$ cat src/rtl/mmcm_drp_reconfig.sv
// MMCME2_ADV runtime reconfiguration: applies read-modify-write DRP entries
// while holding the MMCM in reset, then releases it and waits for lock.
module mmcm_drp_reconfig #(
    parameter int RST_HOLD     = 8,
    parameter int DRDY_TIMEOUT = 64,
    parameter int LOCK_TIMEOUT = 65536
) (
    input  logic        i_clk,
    input  logic        i_rst_n,
    input  logic        i_cfg_valid,
    output logic        o_cfg_ready,
    input  logic [6:0]  i_cfg_addr,
    input  logic [15:0] i_cfg_mask,
    input  logic [15:0] i_cfg_data,
    input  logic        i_cfg_last,
    output logic        o_busy,
    output logic        o_done,
    output logic        o_error,
    output logic [1:0]  o_err_code,
    output logic        o_drp_den,
    output logic        o_drp_dwe,
    output logic [6:0]  o_drp_daddr,
    output logic [15:0] o_drp_di,
    input  logic [15:0] i_drp_do,
    input  logic        i_drp_drdy,
    output logic        o_mmcm_rst,
    input  logic        i_mmcm_locked,
    output logic        o_locked
);

    localparam int HW = $clog2(RST_HOLD + 1);
    localparam int DW = $clog2(DRDY_TIMEOUT + 1);
    localparam int LW = $clog2(LOCK_TIMEOUT + 1);

    typedef enum logic [3:0] {
        S_IDLE, S_HOLD, S_FETCH, S_RD, S_RD_WAIT, S_WR, S_WR_WAIT, S_LOCK_WAIT, S_DRAIN
    } state_t;

    state_t        r_state, w_next;
    logic [HW-1:0] r_hold_cnt;
    logic [DW-1:0] r_drdy_cnt;
    logic [LW-1:0] r_lock_cnt;
    logic [6:0]    r_addr;
    logic [15:0]   r_mask, r_data, r_new;
    logic          r_last, r_mmcm_rst, r_sync1, r_sync2;
    logic [1:0]    r_err_code;
    logic          w_ready, w_den, w_dwe, w_done, w_error, w_xfer;
    logic          w_drdy_to, w_lock_to;

    assign w_xfer    = w_ready & i_cfg_valid;
    assign w_drdy_to = (r_drdy_cnt == DW'(DRDY_TIMEOUT));
    assign w_lock_to = (r_lock_cnt == LW'(LOCK_TIMEOUT));

    always_comb begin
        w_next  = r_state;
        w_ready = 1'b0;
        w_den   = 1'b0;
        w_dwe   = 1'b0;
        w_done  = 1'b0;
        w_error = 1'b0;
        case (r_state)
            S_IDLE:    if (i_cfg_valid) w_next = S_HOLD;
            S_HOLD:    if (r_hold_cnt == HW'(RST_HOLD - 1)) w_next = S_FETCH;
            S_FETCH: begin
                w_ready = 1'b1;
                if (i_cfg_valid) w_next = S_RD;
            end
            S_RD: begin
                w_den  = 1'b1;
                w_next = S_RD_WAIT;
            end
            S_RD_WAIT: begin
                if (i_drp_drdy)     w_next = S_WR;
                else if (w_drdy_to) w_next = S_DRAIN;
            end
            S_WR: begin
                w_den  = 1'b1;
                w_dwe  = 1'b1;
                w_next = S_WR_WAIT;
            end
            S_WR_WAIT: begin
                if (i_drp_drdy)     w_next = r_last ? S_LOCK_WAIT : S_FETCH;
                else if (w_drdy_to) w_next = S_DRAIN;
            end
            S_LOCK_WAIT: begin
                if (r_sync2) begin
                    w_done = 1'b1;
                    w_next = S_IDLE;
                end else if (w_lock_to) begin
                    w_error = 1'b1;
                    w_next  = S_IDLE;
                end
            end
            S_DRAIN: begin
                // An aborted final entry leaves nothing to drain, so accept nothing.
                w_ready = ~r_last;
                if (r_last || (i_cfg_valid && i_cfg_last)) begin
                    w_error = 1'b1;
                    w_next  = S_IDLE;
                end
            end
            default:   w_next = S_IDLE;
        endcase
    end

    always_ff @(posedge i_clk or negedge i_rst_n) begin
        if (!i_rst_n) begin
            r_state    <= S_IDLE;
            r_hold_cnt <= '0;
            r_drdy_cnt <= '0;
            r_lock_cnt <= '0;
            r_addr     <= '0;
            r_last     <= 1'b0;
            r_new      <= '0;
            r_mmcm_rst <= 1'b0;
            r_err_code <= 2'd0;
            r_sync1    <= 1'b0;
            r_sync2    <= 1'b0;
        end else begin
            r_state <= w_next;
            r_sync1 <= i_mmcm_locked;
            r_sync2 <= r_sync1;
            // Counters hold zero outside their state, so each wait starts fresh.
            r_hold_cnt <= (r_state == S_HOLD) ? r_hold_cnt + HW'(1) : '0;
            r_drdy_cnt <= (r_state == S_RD_WAIT || r_state == S_WR_WAIT) ?
                          r_drdy_cnt + DW'(1) : '0;
            r_lock_cnt <= (r_state == S_LOCK_WAIT) ? r_lock_cnt + LW'(1) : '0;
            if (r_state == S_FETCH && w_xfer) begin
                r_addr <= i_cfg_addr;
                r_last <= i_cfg_last;
            end
            if (r_state == S_RD_WAIT && i_drp_drdy)
                r_new <= (i_drp_do & r_mask) | (r_data & ~r_mask);
            case (r_state)
                S_IDLE: if (i_cfg_valid) begin
                    r_mmcm_rst <= 1'b1;
                    r_err_code <= 2'd0;
                end
                S_RD_WAIT:   if (!i_drp_drdy && w_drdy_to) r_err_code <= 2'd1;
                S_WR_WAIT: begin
                    if (i_drp_drdy && r_last)       r_mmcm_rst <= 1'b0;
                    else if (!i_drp_drdy && w_drdy_to) r_err_code <= 2'd1;
                end
                S_LOCK_WAIT: if (!r_sync2 && w_lock_to) r_err_code <= 2'd2;
                S_DRAIN:     if (w_error) r_mmcm_rst <= 1'b0;
                default: ;
            endcase
        end
    end

    always_ff @(posedge i_clk) begin
        if (r_state == S_FETCH && w_xfer) begin
            r_mask <= i_cfg_mask;
            r_data <= i_cfg_data;
        end
    end

    assign o_cfg_ready = w_ready;
    assign o_busy      = (r_state != S_IDLE);
    assign o_done      = w_done;
    assign o_error     = w_error;
    assign o_err_code  = r_err_code;
    assign o_drp_den   = w_den;
    assign o_drp_dwe   = w_dwe;
    assign o_drp_daddr = r_addr;
    assign o_drp_di    = r_new;
    assign o_mmcm_rst  = r_mmcm_rst;
    assign o_locked    = r_sync2;

endmodule

$ cat config.mk
export PLATFORM = sky130hd
export DESIGN_NAME = mmcm_drp_reconfig
export DESIGN_NICKNAME = d
export VERILOG_FILES = /design/src/rtl/mmcm_drp_reconfig.sv
export SDC_FILE = /design/constraint.sdc
export NUM_CORES = 1
export LEC_CHECK = 0
export ABC_AREA = 1
export CAP_MARGIN = 5
export CORE_ASPECT_RATIO = 0.75
export CORE_MARGIN = 2
export CORE_UTILIZATION = 50
export DETAILED_ROUTE_END_ITERATION = 8
export HOLD_SLACK_MARGIN = 0.15
export PLACE_DENSITY = 0.8
export SYNTH_ARGS = -nofsm -noshare
export SYNTH_HDL_FRONTEND = slang
export SYNTH_SLANG_ARGS = --single-unit
$ cat constraint.sdc
create_clock -name i_clk -period 2.05 [get_ports i_clk]
set_input_delay 0.205 -clock i_clk [delete_from_list [all_inputs] [get_ports i_clk]]
set_output_delay 0.205 -clock i_clk [all_outputs]
set_load 0.05 [all_outputs]
# After elaboration in Yosys (flattened, before gate mapping)
# Cells that the tools add are included.
word_totals:
  ff_bits: 93
  latchBits: 0
  mem_bits_rw: 0
  mem_bits_ro: 0
  input_bits: 61
  out_inout_bits: 33
  elab_cells: 92
  memories: 0
op_classes:
  add_sub_neg: 3
  mul: 0
  div: 0
  magnitude_cmp: 0
  n_eq_ne: 20
  n_shift: 0
  n_mux: 32
  n_bitwise: 6
  reduce_logical: 18
op_table:
  columns: ["op", "count"]
  rows:
  - ["$mux W4", 10]
  - ["$pmux W4 S9", 1]
  - ["$and A16 B16 Y16", 2]
  - ["$eq A4 B3 Y1 const B", 5]
  - ["$add A17 B1 Y17 const B", 1]
  - ["$eq A17 B17 Y1 const B", 1]
  - ["$mux W17", 1]
  - ["$not A16 Y16", 1]
  - ["$or A16 B16 Y16", 1]
  - ["$ne A2 B2 Y1 const B", 6]
  - ["$mux W1", 10]
  - ["$eq A4 B2 Y1 const B", 2]
  - ["$mux W2", 4]
  - ["$pmux W2 S4", 1]
  - ["$reduce_and A4 Y1", 2]
  - ["$reduce_bool A4 Y1", 2]
  - ["$add A7 B1 Y7 const B", 1]
  - ["$eq A7 B7 Y1 const B", 1]
  - ["$mux W7", 1]
  - ["$logic_and A1 B1 Y1", 6]
  - ["$reduce_and A5 Y1", 1]
  - ["$add A4 B1 Y4 const B", 1]
  - ["$eq A4 B1 Y1 const B", 1]
  - ["$eq A4 B4 Y1 const B", 1]
  - ["other kinds (12)", 16]

# Logic depth before layout (Yosys ltp)
# Gate-level depths: netlist of the first run.
logic_depth:
  depth_word: 6
  mapped_depth: 11
  mapped_depth_nobuf: 11

# Worst setup path after synthesis of the first run
# No wires, ideal clock.
synth_timing:
  path_type: "flip-flop to output port"
  startpoint: "register r_state[0]"
  endpoint: "output o_cfg_ready"
  arrival_ns: 1.861
  required_time_ns: 1.845
  path_slack_ns: -0.016
  stages_incl_launch_ff: 5
  path_buffers: 1
  cell_sequence: "dfrtp_1 -> buf_6 -> nor2_1 -> nand3_1 -> o21ai_0"
synth_between:
  elab_chain_cells: 2
  elab_cells_between_ends: 3
  classes_between: "eq/ne (2); mux (1)"
synth_lines:
  columns: ["item", "line", "source"]
  rows:
  - ["start: declaration", "39", "state_t r_state, w_next;"]
  - ["start signal: assignment", "120", "r_state <= w_next;"]
  - ["$eq A4 B4 Y1 / $eq A4 B2 Y1 (equally long branches)", "61", "case (r_state)"]
  - ["$pmux W1 S2 *", "61", null]
  - ["end: declaration", "11", "output logic o_cfg_ready,"]
# Every way passes the cells marked *; elsewhere a longest branch is shown, timed or not.

# Worst setup path after layout of the first run
layout_timing:
  startpoint: "register r_lock_cnt[0]"
  endpoint: "output o_error"
layout_between:
  elab_chain_cells: 4
layout_lines:
  columns: ["item", "line", "source"]
  rows:
  - ["start: declaration", "42", "logic [LW-1:0] r_lock_cnt;"]
  - ["start signal: assignment", "127", "r_lock_cnt <= (r_state == S_LOCK_WAIT) ? r_lock_cnt + LW'(1) : '0;"]
  - ["$eq A17 B17 Y1", "52", "assign w_lock_to = (r_lock_cnt == LW'(LOCK_TIMEOUT));"]
  - ["$mux W1", "89", "end else if (w_lock_to) begin"]
  - ["$mux W1", "86", "if (r_sync2) begin"]
  - ["$pmux W1 S2", "61", null]
  - ["end: declaration", "18", "output logic o_error,"]
# No other way between the ends.

==> results.ini, run 1 <==
[outcome]
status = finished clean

[yosys]
synth.top_cell.area_share = 0.372
postSynthAreaPerCell_sq_um = 9.15
synth-main-ff-cell = sky130_fd_sc_hd__dfrtp_1
synthMostInstantiatedCell = sky130_fd_sc_hd__nand2_1
syn_area_sq_mm = 0.00410
synthArstFlopShare = 0.656
yosysSeqAreaShare = 0.606
synth_fp_nets = 514
number_of_warnings_reported_in_the_yosys_synthesis_log = 0
synthCells = 448
netlist_top_cells_count = sky130_fd_sc_hd__nand2_1, sky130_fd_sc_hd__dfrtp_1, sky130_fd_sc_hd__nor2_1, sky130_fd_sc_hd__inv_1, sky130_fd_sc_hd__o21ai_0
synth.area.top_cells = sky130_fd_sc_hd__dfrtp_1, sky130_fd_sc_hd__edfxtp_1, sky130_fd_sc_hd__nand2_1, sky130_fd_sc_hd__o21ai_0, sky130_fd_sc_hd__nor2_1
synth-edff-count = 32
synth-seq-cells = 93
synth.lib_cells_used.distinct = 28
synth_top_area_cell = sky130_fd_sc_hd__dfrtp_1

[job]
max_cap_check_violation_count = 0

[critical_path]
critPathKind = flop to output port
worstRegToRegCells = 5
timing.reg2reg.setup_slack_ns = 0.43
endpoint_type_of_the_worst_setup_path = output port
critPathArrivalTime_ns = 1.78
setup.worst_path.start_class = flop
crit_path_max_fanout = 3
end_of_the_worst_register_to_register_path = r_data[7]$_DFFE_PP_
worst_r2r_startpoint = r_state[1]$_DFFE_PN0P_
critical_path_required_ns = 1.85

[clock_network]
cts_num_sinks = 93
cts_tree = built
clock_tree_buffer_depth = 2
cts_buffers = 9
worst_setup_hold_path_clk_slew_ns = 0.10
clock-root-buffer = sky130_fd_sc_hd__clkbuf_8
clkLatencyLatePin_ns = 0.35
cts_htree_levels = 3

[pwr]
power_density_mw_per_mm2 = 1240
leakage_nw = 2.39
ir_drop_uv = 786

[finish]
finalInstanceArea_sq_mm = 0.00544
area.growth.synth_to_final_pct = 32.6
antenna-diode-count = 0
nNetsFinal = 619
num-fill-cells = 647
post_route_cells_drive_above_1_share = 0.0896

[placement]
placed_area_sq_mm = 0.00519
post-dp-hpwl_um = 6890
io_buffer_count = 93
finalWeightedCongestion = 0.921

[floorplan]
fp-row-count = 28
fp.dieArea_sq_mm = 0.00895
initial_cell_density_of_the_core = 0.518
num_io_pins = 94
die_width_um = 109
core_sq_mm = 0.00792
die-height_um = 82.4

[drt]
routedWlPerCell_um = 14.1
detailedRoute.firstPassIterationCount = 4
via_count = 3354
drt_iter0_drc = 179
antenna_violating_nets_left = 0
drc_viols = 0
postRouteWirelength_um = 9340
avgViaCountPerCell = 5.06

[global_routing]
vias_in_the_first_global_route = 3294
grt_start_max_net_pins = 36
grt_util_all_layers = 0.214
grt_pass1_wl_um = 14800
antenna_violations_before_repair = 0
overflow = 0

[sta]
final_period_minus_worst_setup_slack_ns = 1.99
slew_viol_final = 0
setup_total_negative_slack_ns = 0
finalClockSkew_ns = 0.0101
report.final.setup_viol = 0
period_share = 0.971
final_hold_viol_count = 0
slew_headroom = 0.638
maxClockFrequency_mhz = 503
worst-slew-pin-transition_ns = 0.541

[hold_path]
hp-start = i_mmcm_locked
holdPathEnd = r_sync1$_DFF_PN0_
hold_class = primary input to flop
hold_critical_path_depth = 1

==> placed cells by master, fill, tap and decap left out, types with 2 or more instances in the layout <==
| cell | netlist | layout |
|---|---|---|
| sky130_fd_sc_hd__a21oi_1 | 13 | 13 |
| sky130_fd_sc_hd__buf_12 | 0 | 5 |
| sky130_fd_sc_hd__buf_4 | 2 | 7 |
| sky130_fd_sc_hd__clkbuf_8 | 0 | 9 |
| sky130_fd_sc_hd__clkdlybuf4s50_1 | 0 | 86 |
| sky130_fd_sc_hd__clkinvlp_4 | 0 | 2 |
| sky130_fd_sc_hd__dfrtp_1 | 61 | 61 |
| sky130_fd_sc_hd__edfxtp_1 | 32 | 32 |
| sky130_fd_sc_hd__ha_1 | 5 | 5 |
| sky130_fd_sc_hd__inv_1 | 53 | 53 |
| sky130_fd_sc_hd__inv_2 | 5 | 5 |
| sky130_fd_sc_hd__inv_6 | 0 | 2 |
| sky130_fd_sc_hd__nand2_1 | 115 | 114 |
| sky130_fd_sc_hd__nand2_2 | 4 | 5 |
| sky130_fd_sc_hd__nand3_1 | 22 | 22 |
| sky130_fd_sc_hd__nand4_1 | 4 | 4 |
| sky130_fd_sc_hd__nor2_1 | 55 | 53 |
| sky130_fd_sc_hd__nor2_2 | 3 | 4 |
| sky130_fd_sc_hd__nor2_4 | 3 | 4 |
| sky130_fd_sc_hd__nor3_1 | 7 | 7 |
| sky130_fd_sc_hd__o21ai_0 | 44 | 43 |
| sky130_fd_sc_hd__o21ai_1 | 2 | 3 |
| sky130_fd_sc_hd__xor2_1 | 5 | 5 |
==> how the worst max path moves through the flow <==
stage	start	endpoint	cells after the start	slack, ns
6_report	r_lock_cnt[0]$_DFF_PN0_	o_error	9	0.06
4_1_cts	r_lock_cnt[0]$_DFF_PN0_	o_error	9	0.02
5_1_grt	r_lock_cnt[0]$_DFF_PN0_	o_error	9	-0.009
3_5_place_dp	r_lock_cnt[0]$_DFF_PN0_	o_error	9	0.34
2_1_floorplan	r_lock_cnt[0]$_DFF_PN0_	o_error	8	0.14
3_3_place_gp	r_state[0]$_DFFE_PN0P_	o_error	5	0.42
==> worst max-delay path: stages (launching register included) <==
cell	delay, ns
sky130_fd_sc_hd__dfrtp_1	0.41
sky130_fd_sc_hd__inv_1	0.07
sky130_fd_sc_hd__ha_1	0.15
sky130_fd_sc_hd__inv_1	0.05
sky130_fd_sc_hd__nor2_2	0.10
sky130_fd_sc_hd__nand2_1	0.07
sky130_fd_sc_hd__nor2_1	0.11
sky130_fd_sc_hd__nand3_1	0.13
sky130_fd_sc_hd__o22ai_2	0.19
sky130_fd_sc_hd__buf_12	0.16
==> area by class of cell <==
type / instances / area [sq um] / share of cell area
clock buffer: 10 / 128 / 0.0235
tap: 105 / 131 / 0.0242
inverter: 58 / 218 / 0.0400
clock inverter: 6 / 71.3 / 0.0131
multi-input combinational: 291 / 1370 / 0.253
sequential: 93 / 2490 / 0.457
timing repair buffer: 100 / 1030 / 0.189
==> routing by layer <==
| layer | vias to the layer above | track usage | share of wire |
|---|---|---|---|
| met2 | 112 | 0.368 | 0.50 |
| met5 | - | 0 | 0 |
| met1 | 1573 | 0.274 | 0.43 |
| li1 | 1652 | - | - |
| met3 | 17 | 0.0455 | 0.053 |
| met4 | 0 | 0.0705 | 0.017 |
==> flip-flops by register name (all words and copies together), names as in the netlist <==
signal / cells
r_sync1: 1
r_state: 4
o_drp_di: 16
o_mmcm_rst: 1
r_hold_cnt: 4
r_drdy_cnt: 7
r_mask: 16
o_locked: 1
o_drp_daddr: 7
r_data: 16
r_lock_cnt: 17
r_last: 1
o_err_code: 2
==> logic make-up (layout without fill, tap and decap cells) <==
family,Yosys count,count (layout),synth area share
simple gates,216,216,0.221
compound gates,64,64,0.0808
xor+xnor,6,6,0.0128
buf+inv,64,174,0.0631
fa+ha+maj,5,5,0.0153
flops,93,93,0.606
==> what timing repair did <==
action	4_1_cts	5_1_grt
hold buffers	1	0
setup endpoints to repair	1	2
hold endpoints to repair	22	0
gates resized for setup	1	2
setup buffers	0	3
pin swaps	0	1
==> metrics by stage <==
stage	std cells	setup WS [ns]	util	total power [W]	hold WS, ns
after floorplan	448	0.140	-	0.00448	-0.0906
after global placement	643	0.420	0.656	0.00546	0.213
after detailed placement	643	0.338	0.656	0.00552	0.216
after CTS	660	0.0205	0.683	0.00676	0.313
after global routing	663	-0.00901	0.687	0.00711	0.318
final	663	0.0600	0.687	0.00673	0.315
==> report_power, final <==
group          internal [W]  switching, W
combinational      0.000973       0.00192
sequential          0.00234      0.000271
clock              0.000575      0.000650
total               0.00389       0.00284
(Power assumes the default switching activity.)
==> inputs of run 2 (changes only) <==
--- a/config.mk
+++ b/config.mk
@@ -11,8 +11,8 @@
 export CORE_MARGIN = 2
 export CORE_UTILIZATION = 50
 export DETAILED_ROUTE_END_ITERATION = 8
-export HOLD_SLACK_MARGIN = 0.15
 export PLACE_DENSITY = 0.8
 export SYNTH_ARGS = -nofsm -noshare
 export SYNTH_HDL_FRONTEND = slang
 export SYNTH_SLANG_ARGS = --single-unit
+export TNS_END_PERCENT = 10
==> run 2 against run 1 <==
Clock power barely moved. Critical path depth did not move. Sequential power hardly changed. Combinational power about the same. Critical endpoint unchanged.
==> results.ini, run 2 (synthesis gave the netlist of run 1 again) <==
[critical_path]
critPathKind = flop to output port
critical_path.top_delay_family = simple AND/OR/NAND/NOR gates
timing.reg2reg.setup_slack_ns = 0.42
max_stage_delay_ns = 0.42
endpoint_type_of_the_worst_setup_path = output port
critPathArrivalTime_ns = 1.81
end_of_the_worst_register_to_register_path = r_data[7]$_DFFE_PP_
worstRegToRegCells = 5
crit_path_start = r_lock_cnt[0]$_DFF_PN0_
crit_path_max_fanout = 4
critical_path.cell_chain = inv_1 -> ha_1 -> inv_1 -> nor2_1 -> nand2_1 -> nor2_1 -> nand3_1 -> o22ai_2 -> buf_12
cp.buffers_inverters = 3
critical_path_required_ns = 1.85
worst_r2r_startpoint = r_state[1]$_DFFE_PN0P_
setup.worst_path.start_class = flop
slowest_stage = sky130_fd_sc_hd__dfrtp_1

[finish]
final_cell_mix = sky130_fd_sc_hd__nand2_1, sky130_fd_sc_hd__clkdlybuf4s50_1, sky130_fd_sc_hd__dfrtp_1, sky130_fd_sc_hd__nor2_1, sky130_fd_sc_hd__inv_1
registers.top_by_ff_count = r_lock_cnt
layout.cells.most_common = sky130_fd_sc_hd__nand2_1
largest_register_ff_count = 17
finish.utilization = 0.684
antenna-diode-count = 0
nNetsFinal = 616
post_route_cells_drive_above_1_share = 0.0829
area.growth.synth_to_final_pct = 32.0

[hold_path]
hold_class = primary input to flop
hp-start = i_mmcm_locked
hold_critical_path_depth = 1
holdPathEnd = r_sync1$_DFF_PN0_

[sta]
final_period_minus_worst_setup_slack_ns = 2.02
slew_viol_final = 0
final_hold_viol_count = 0
slew_headroom = 0.643
finalClockSkew_ns = 0.00778
maxClockFrequency_mhz = 496
setup_repair_after_global_routing_missed_its_margin = yes
report.final.setup_viol = 0
setup_ws_ns = 0.0332
period_share = 0.984
whs_ns = 0.321
worst-slew-pin-transition_ns = 0.534

[clock_network]
cts_tree = built
clkLatencyLatePin_ns = 0.35
worst_setup_hold_path_clk_slew_ns = 0.09
clock_tree_buffer_depth = 2
cts_buffers = 9
cts_htree_levels = 3
post_cts.repair.setup_buffers = 0
clock-root-buffer = sky130_fd_sc_hd__clkbuf_8
cts_num_sinks = 93

[placement]
finalWeightedCongestion = 0.921
post-dp-hpwl_um = 6890
post_place_setup_slack_ns = 0.338
io_buffer_count = 93

[floorplan]
initial_cell_density_of_the_core = 0.518
fp-row-count = 28
die_width_um = 109
fp.dieArea_sq_mm = 0.00895
die-height_um = 82.4
num_io_pins = 94
core_sq_mm = 0.00792

[global_routing]
overflow = 0
grt_util_all_layers = 0.214
grt_pass1_wl_um = 14800
antenna_violations_before_repair = 0
grt_start_max_net_pins = 36
vias_in_the_first_global_route = 3294

[outcome]
status = finished clean

[drt]
antenna_violating_nets_left = 0
drt_iter0_drc = 142
routedWlPerCell_um = 14.0
avgViaCountPerCell = 5.02
postRouteWirelength_um = 9230
via_count = 3310
detailedRoute.firstPassIterationCount = 4
drc_viols = 0

[job]
max_cap_check_violation_count = 0

[pwr]
power_density_mw_per_mm2 = 1240
totalPowerFinal_w = 0.00672
ir_drop_uv = 785
leakage_nw = 2.37

## run 2: cell types whose count changed in the layout (fill, tap and decap cells not counted)
cell and change:
sky130_fd_sc_hd__nor2_2 -1, sky130_fd_sc_hd__nor2_1 +1, sky130_fd_sc_hd__buf_4 -3
## run 2: per-layer routing
layer  track usage  vias up  routed length, um
met2         0.368       98               4500
met4        0.0705        0                180
met3        0.0455       20                452
li1              -     1647                  -
met5             0        -                  0
met1         0.274     1545               4100
## run 2: worst max-delay path by stage
| stage | endpoint | slack (ns) | depth (start not counted) |
|---|---|---|---|
| final | o_error | 0.03 | 9 |
| after global routing | o_error | -0.04 | 9 |
| after CTS | o_error | 0.02 | 9 |
| after detailed placement | o_error | 0.34 | 9 |
| after global placement | o_error | 0.42 | 5 |
| after floorplan | o_error | 0.14 | 8 |
## run 2: area by class of cell
cell class,instances,area (sq um)
timing repair buffer,97,1010
clock inverter,6,71.3
multi-input combinational,291,1370
fill,653,2500
clock buffer,10,128
inverter,58,218
sequential,93,2490
tap,105,131
## run 2: report_power, final
group / total [W] / leakage [nW] / internal [W] / switching, W
Combinational: 0.00288 / 1.19 / 0.000965 / 0.00192
Sequential: 0.00261 / 1.09 / 0.00234 / 0.000270
Clock: 0.00122 / 0.0935 / 0.000575 / 0.000647
## run 2: per-stage QoR
| stage | TNS, ns | cell area, sq um | std cells |
|---|---|---|---|
| after floorplan | 0 | 4100 | 448 |
| after global placement | 0 | 5190 | 643 |
| after detailed placement | 0 | 5190 | 643 |
| after CTS | 0 | 5410 | 660 |
| after global routing | -0.0374 | 5410 | 660 |
| final | 0 | 5410 | 660 |
## run 2: what timing repair did
action                     4_1_cts  5_1_grt
hold endpoints to repair        22        0
pin swaps                        0        0
setup endpoints to repair        1        2
hold buffers                     1        0
gates resized for setup          1        1
